--- config.mk ---
export PLATFORM = sky130hd
export DESIGN_NAME = cpu16_io_wr
export DESIGN_NICKNAME = d
export VERILOG_FILES = /design/src/rtl/cpu16_pkg.sv /design/src/rtl/cpu16_io_wr.sv
export SDC_FILE = /design/constraint.sdc
export NUM_CORES = 1
export LEC_CHECK = 0
export ABC_AREA = 0
export CORE_MARGIN = 4
export CORE_UTILIZATION = 55
export DETAILED_ROUTE_END_ITERATION = 6
export DONT_BUFFER_PORTS = 1
export PLACE_DENSITY_LB_ADDON = 0.25
export SETUP_SLACK_MARGIN = 0.15
export SYNTH_ARGS = -nofsm -noshare
export SYNTH_HDL_FRONTEND = slang
export SYNTH_SLANG_ARGS = --single-unit
--- constraint.sdc ---
create_clock -name clk -period 1.57 [get_ports clk]
set_input_delay 0.157 -clock clk [delete_from_list [all_inputs] [get_ports clk]]
set_output_delay 0.157 -clock clk [all_outputs]
set_load 0.005 [all_outputs]
--- src/rtl/cpu16_pkg.sv ---
// Shared decode table and state types for the 6502 bus controller's
// illegal-opcode IO paths (read path 8'h67/8'h4B, write path 8'h8F).
package cpu16_pkg;

    // Custom IO opcodes fetched from the PCB bus
    localparam logic [7:0] OPC_IORD_A = 8'h67;
    localparam logic [7:0] OPC_IORD_B = 8'h4B;
    localparam logic [7:0] OPC_IOWR   = 8'h8F;

    // Legal opcode substituted so the CPU drives its accumulator onto the bus
    localparam logic [7:0] OPC_STA_ZP = 8'h85;

    typedef enum logic [1:0] {
        OPC_CLS_NONE = 2'd0,
        OPC_CLS_IORD = 2'd1,
        OPC_CLS_IOWR = 2'd2
    } opc_cls_e;

    typedef enum logic [1:0] {
        IOWR_IDLE    = 2'd0,
        IOWR_OPER    = 2'd1,
        IOWR_WAIT_WR = 2'd2
    } iowr_state_e;

    // One decode table for both IO directions; everything else is a normal opcode
    function automatic opc_cls_e decode_opc(input logic [7:0] opc);
        opc_cls_e cls;
        case (opc)
            OPC_IORD_A, OPC_IORD_B: cls = OPC_CLS_IORD;
            OPC_IOWR:               cls = OPC_CLS_IOWR;
            default:                cls = OPC_CLS_NONE;
        endcase
        return cls;
    endfunction

endpackage

--- src/rtl/cpu16_io_wr.sv ---
// IO-write path: on opcode 8'h8F the CPU is fed STA zp,SCRATCH_ZP instead,
// the accumulator byte it then writes is captured and forwarded to the PCB
// as a one-cen-period io_wr strobe. Internal RAM is blocked while waiting
// for that write so the scratch location is never actually clobbered.
module cpu16_io_wr #(
    parameter int         NUM_PORTS  = 4,
    parameter int         PORT_W     = 2,
    parameter logic [7:0] SCRATCH_ZP = 8'hFF,
    parameter int         TIMEOUT    = 2
) (
    input  logic              clk,
    input  logic              reset_n,
    input  logic              cen,
    input  logic              SYNC,
    input  logic              RW,
    input  logic [15:0]       ABI,
    input  logic [7:0]        CPU_DBI,
    input  logic [7:0]        DBI,
    output logic              sub_en,
    output logic [7:0]        sub_dat,
    output logic              ram_blk,
    output logic              io_wr,
    output logic [PORT_W-1:0] io_port,
    output logic [7:0]        io_dat,
    output logic              err,
    output logic              busy
);
    import cpu16_pkg::*;

    localparam int               CNT_W       = $clog2(TIMEOUT) + 1;
    localparam logic [CNT_W-1:0] CNT_LAST    = CNT_W'(TIMEOUT - 1);
    localparam logic [CNT_W-1:0] CNT_ONE     = CNT_W'(1);
    localparam logic [15:0]      HIT_ADDR    = {8'h00, SCRATCH_ZP};
    localparam logic [7:0]       NUM_PORTS_B = 8'(NUM_PORTS);

    iowr_state_e       state_r, state_s;
    logic              sub_en_r, sub_en_s;
    logic [7:0]        sub_dat_r, sub_dat_s;
    logic              ram_blk_r, ram_blk_s;
    logic              io_wr_r, io_wr_s;
    logic [PORT_W-1:0] io_port_r, io_port_s;
    logic [7:0]        io_dat_r, io_dat_s;
    logic              err_r, err_s;
    logic              busy_r, busy_s;
    logic [CNT_W-1:0]  cnt_r, cnt_s;
    logic [PORT_W-1:0] port_q_r, port_q_s;
    logic              valid_q_r, valid_q_s;
    logic              wr_hit_s;

    // Next-state and next-output decode; io_wr/err default low so they pulse for one tick
    always_comb begin
        state_s   = state_r;
        sub_en_s  = sub_en_r;
        sub_dat_s = sub_dat_r;
        ram_blk_s = ram_blk_r;
        io_wr_s   = 1'b0;
        io_port_s = io_port_r;
        io_dat_s  = io_dat_r;
        err_s     = 1'b0;
        cnt_s     = cnt_r;
        port_q_s  = port_q_r;
        valid_q_s = valid_q_r;
        wr_hit_s  = (RW == 1'b0) && (ABI == HIT_ADDR);

        case (state_r)
            IOWR_IDLE: begin
                if (SYNC && (decode_opc(DBI) == OPC_CLS_IOWR)) begin
                    sub_en_s  = 1'b1;
                    sub_dat_s = OPC_STA_ZP;
                    state_s   = IOWR_OPER;
                end else begin
                    sub_en_s  = 1'b0;
                end
            end
            IOWR_OPER: begin
                if (SYNC) begin
                    // A new fetch here means the CPU never took the substituted STA
                    sub_en_s = 1'b0;
                    err_s    = 1'b1;
                    state_s  = IOWR_IDLE;
                end else begin
                    port_q_s  = DBI[PORT_W-1:0];
                    valid_q_s = (DBI < NUM_PORTS_B);
                    sub_en_s  = 1'b1;
                    sub_dat_s = SCRATCH_ZP;
                    cnt_s     = {CNT_W{1'b0}};
                    ram_blk_s = 1'b1;
                    state_s   = IOWR_WAIT_WR;
                end
            end
            IOWR_WAIT_WR: begin
                sub_en_s = 1'b0;
                if (wr_hit_s) begin
                    if (valid_q_r) begin
                        io_wr_s   = 1'b1;
                        io_port_s = port_q_r;
                        io_dat_s  = CPU_DBI;
                    end else begin
                        err_s     = 1'b1;
                    end
                    ram_blk_s = 1'b0;
                    state_s   = IOWR_IDLE;
                end else begin
                    cnt_s = cnt_r + CNT_ONE;
                    if (cnt_r == CNT_LAST) begin
                        // Timeout wins over any opcode fetched on this same tick
                        err_s     = 1'b1;
                        ram_blk_s = 1'b0;
                        state_s   = IOWR_IDLE;
                    end else begin
                        ram_blk_s = 1'b1;
                    end
                end
            end
            default: begin
                sub_en_s  = 1'b0;
                ram_blk_s = 1'b0;
                state_s   = IOWR_IDLE;
            end
        endcase

        busy_s = (state_s != IOWR_IDLE);
    end

    // State and output registers; everything advances only on cen ticks
    always_ff @(posedge clk) begin
        if (!reset_n) begin
            state_r   <= IOWR_IDLE;
            sub_en_r  <= 1'b0;
            sub_dat_r <= 8'h00;
            ram_blk_r <= 1'b0;
            io_wr_r   <= 1'b0;
            io_port_r <= {PORT_W{1'b0}};
            io_dat_r  <= 8'h00;
            err_r     <= 1'b0;
            busy_r    <= 1'b0;
            cnt_r     <= {CNT_W{1'b0}};
            port_q_r  <= {PORT_W{1'b0}};
            valid_q_r <= 1'b0;
        end else if (cen) begin
            state_r   <= state_s;
            sub_en_r  <= sub_en_s;
            sub_dat_r <= sub_dat_s;
            ram_blk_r <= ram_blk_s;
            io_wr_r   <= io_wr_s;
            io_port_r <= io_port_s;
            io_dat_r  <= io_dat_s;
            err_r     <= err_s;
            busy_r    <= busy_s;
            cnt_r     <= cnt_s;
            port_q_r  <= port_q_s;
            valid_q_r <= valid_q_s;
        end
    end

    assign sub_en  = sub_en_r;
    assign sub_dat = sub_dat_r;
    assign ram_blk = ram_blk_r;
    assign io_wr   = io_wr_r;
    assign io_port = io_port_r;
    assign io_dat  = io_dat_r;
    assign err     = err_r;
    assign busy    = busy_r;

endmodule

==> results by group <==
Synthesis
  – Post-synthesis sequential area ratio: 0.399
  – Post-Synth XOR/XNOR Area: 0
  – Most numerous cell in the Yosys netlist: dfxtp_1
  – Post-synth top flop: dfxtp_1
  – Syn Nets: 179
  – Synth area leaders: dfxtp_1 40%, mux2i_1 11%, nor2_1 6.2%, ha_1 5.2%, a21oi_1 3.7%
  – Yosys top cell area share: 0.399
  – Distinct cell type count after synthesis: 33
  – Fraction of registers with async set/reset: 0
  – Post-synthesis mux area share: 0.108
  – Number of synthesized flops with an enable pin: 0
  – Post-synthesis register bit count: 24
  – Commonest cells post-synth: 24 x dfxtp_1, 20 x nor2_1, 13 x mux2i_1
  – Warnings, synthesis: 0
  – Post-Syn Instances: 137
  – Area leader, netlist: dfxtp_1
  – Main combinational cell family by area after synthesis: simple AND/OR/NAND/NOR gates
  – Synth Area in Compound Gates: 0.104
  – Synth Area per Inst: around 8.8 um2
  – Synth Area in Adders: 0.0519
  – Simple-gate area share of the yosys netlist: 0.256
  – Cell Area, Synth: 1200 um2

Critical path
  – Crit start category: flop
  – Critical path arrival: 1.74 ns
  – Slowest-stage cell, CP: dfxtp_4
  – Crit Path Max Fanout: 3
  – Slowest stage delay, CP: 0.40 ns
  – Critical Path, Cell by Cell: inv_4 > ha_4 > nand3_2 > or3b_4 > o32ai_4
  – Worst Path Required: 1.80 ns
  – CP Capture Type: flop
  – Crit path kind: flop to flop

Routing
  – Routed Antenna Nets: 0
  – Starting DRT DRC Count: 13
  – First-pass DRT Iterations: 4
  – DRC: 0
  – Post-DR wirelength/cell: ~17 um
  – Total number of vias: 1047
  – Post-Route WL: between 3 and 4 mm
  – Post-DR vias/cell: 5.69

Timing
  – Unrepaired setup endpoints after global routing: true
  – Final setup viols: 0
  – Fin crit share: 0.958
  – Final Max Tran Viols: 0
  – Worst clock skew: 0.0129 ns
  – Worst Max-Slew Pin Slew: 0.409 ns
  – Peak Freq: 665 MHz
  – Hold Vio Cnt, Final: 0
  – Tmin final: 1.50 ns
  – Relative slew slack: 0.727

Place
  – Final GP Congestion: 0.845
  – Cell count after placement: 161
  – PortBufs: 0
  – Hpwl dp: between 1.5 and 2 mm
  – Area of placed instances: 1250 um2

Die
  – Core Area: 2020 um2
  – I/O pin total: 60
  – Initial Util: 0.596
  – Rows: 16
  – Die area: 3000 um2
  – Die width: about 55 um
  – Die height: about 55 um

Global routing
  – GRT Overall Usage: 0.189
  – First-pass GRT wire length: 4.01 mm
  – Vias in the first global route: 964
  – Largest net degree at the start of global routing: 15
  – Global route overflow: 0
  – Antenna violations before repair: 0

Hold path
  – Hold crit path type: input pin to flop

Finish
  – # nets final: 200
  – Final std cells w/o fill: 184
  – Area occupied by multi-input gates: 782 um2
  – Register Area: 485 um2
  – Post-layout util: 0.815
  – Ant. Diodes: 0
  – Layout overhead on the synthesized area: 36.8%
  – Filler cells: between 100 and 150
  – Layout cells sized above 1: 0.287
  – Final design area excluding fillers: 1650 um2

Power and ir drop
  – Seq pwr share: 0.539
  – P_int: about 900 uW
  – Switch Pwr: 230 uW
  – Clock power frac: 0.406
  – Max VDD drop: 0.593 mV
  – Leak Pwr: 0.000670 uW
  – Power density cells: 687 nW/um2
  – Sw Ratio: 0.203
  – Total power: 1130 uW
  – Combinational Power Share: 0.055

Clocking
  – CTS Buffer Depth: 2
  – H-tree levels: 1
  – TritonCTS clock tree: done
  – CTS clk-pin slew, worst paths: 0.15 ns
  – CTS Sinks: 24
  – CTS buffer count: 3
  – Clk Tree Root Cell: clkbuf_4
  – Clock Latency Late Sink: about 0.32 ns

Outcome
  – Outcome: completed

Flow run
  – Max Cap Viol: 0
## through the flow
| stage | hold slack [ns] | setup TNS [ns] | setup slack [ns] |
|---|---|---|---|
| 2_1_floorplan | 0.290 | 0 | 0.0391 |
| 3_3_place_gp | 0.304 | -0.0729 | -0.0317 |
| 3_5_place_dp | 0.301 | -0.218 | -0.0344 |
| 4_1_cts | -0.0346 | 0 | 0.103 |
| 5_1_grt | 0.00393 | 0 | 0.0318 |
| 6_report | 0.00939 | 0 | 0.0653 |
## layout by cell type (no fill, tap or decap), types with 3 or more instances in the layout
master         netlist  final
dfxtp_1             24     22
nor2_1              20     19
dlygate4sd3_1        0     13
mux2i_1             13     12
buf_4                6     10
nand2_1              9      8
a21oi_1              9      7
inv_1                8      6
nand2b_1             5      5
or3_1                3      3
ha_4                 0      3
clkbuf_4             0      3
## path summary, 6_finish.rpt
| check | from | end | slack [ns] | cells after the start |
|---|---|---|---|---|
| max | state_r[0] | cnt_r[1] | 0.07 | 5 |
| max reg2reg | state_r[0] | cnt_r[1] | 0.07 | 5 |
| min reg2reg | port_q_r[0] | io_port[0] | 0.53 | 2 |
| min | reset_n | cnt_r[0] | 0.009 | 2 |
## worst max-delay path, delay by kind of cell (launching register included)
kind	cells	cell delay [ns]
fa+ha+maj	1	0.26
compound gates	1	0.22
flops	1	0.40
buf+inv	1	0.05
simple gates	2	0.48
## routing by layer
layer	vias up	global-route usage	routed length (um)
li1	510	-	-
met1	481	0.218	1250
met2	50	0.329	1570
met3	6	0.0381	291
met4	0	0.0913	46
met5	-	0	0
## layout make-up
| cell class | instances | area share |
|---|---|---|
| clock buffers | 3 | 0.0137 |
| clock inverters | 1 | 0.0182 |
| inverters | 8 | 0.0197 |
| multi-input cells | 95 | 0.475 |
| flip-flops and latches | 24 | 0.295 |
| well taps | 27 | 0.0205 |
| repair buffers | 26 | 0.159 |
## power groups by stage
stage	clock network [uW]	logic (uW)	registers (uW)
global route	490	67.0	611
finish	460	62.4	610
global placement	0	29.4	625
CTS	459	54.5	612
floorplan	0	27.5	625
detailed placement	0	30.0	625
## cells by family after synthesis
family	count (synthesis)
AO/OA/AOI/OAI	21
adder cells (fa/ha/maj)	5
buffers and inverters	18
flip-flops	24
multiplexers	13
AND/OR/NAND/NOR	56
## state kept, by name, summed over array words and instances (netlist names)
register,flops
state_r,2
io_wr,1
io_port,2
sub_en,1
ram_blk,1
busy,1
sub_dat,2
io_dat,8
port_q_r,2
err,1
cnt_r,2
valid_q_r,1
## what timing repair did
item,4_1_cts,5_1_grt
setup endpoints to repair,15,18
hold buffers,12,1
buffers inserted,1,4
cloned,0,1
hold endpoints to repair,15,1
resized for setup,8,23
pin swaps,0,8
Note: power is estimated with default switching activity, not from simulation.
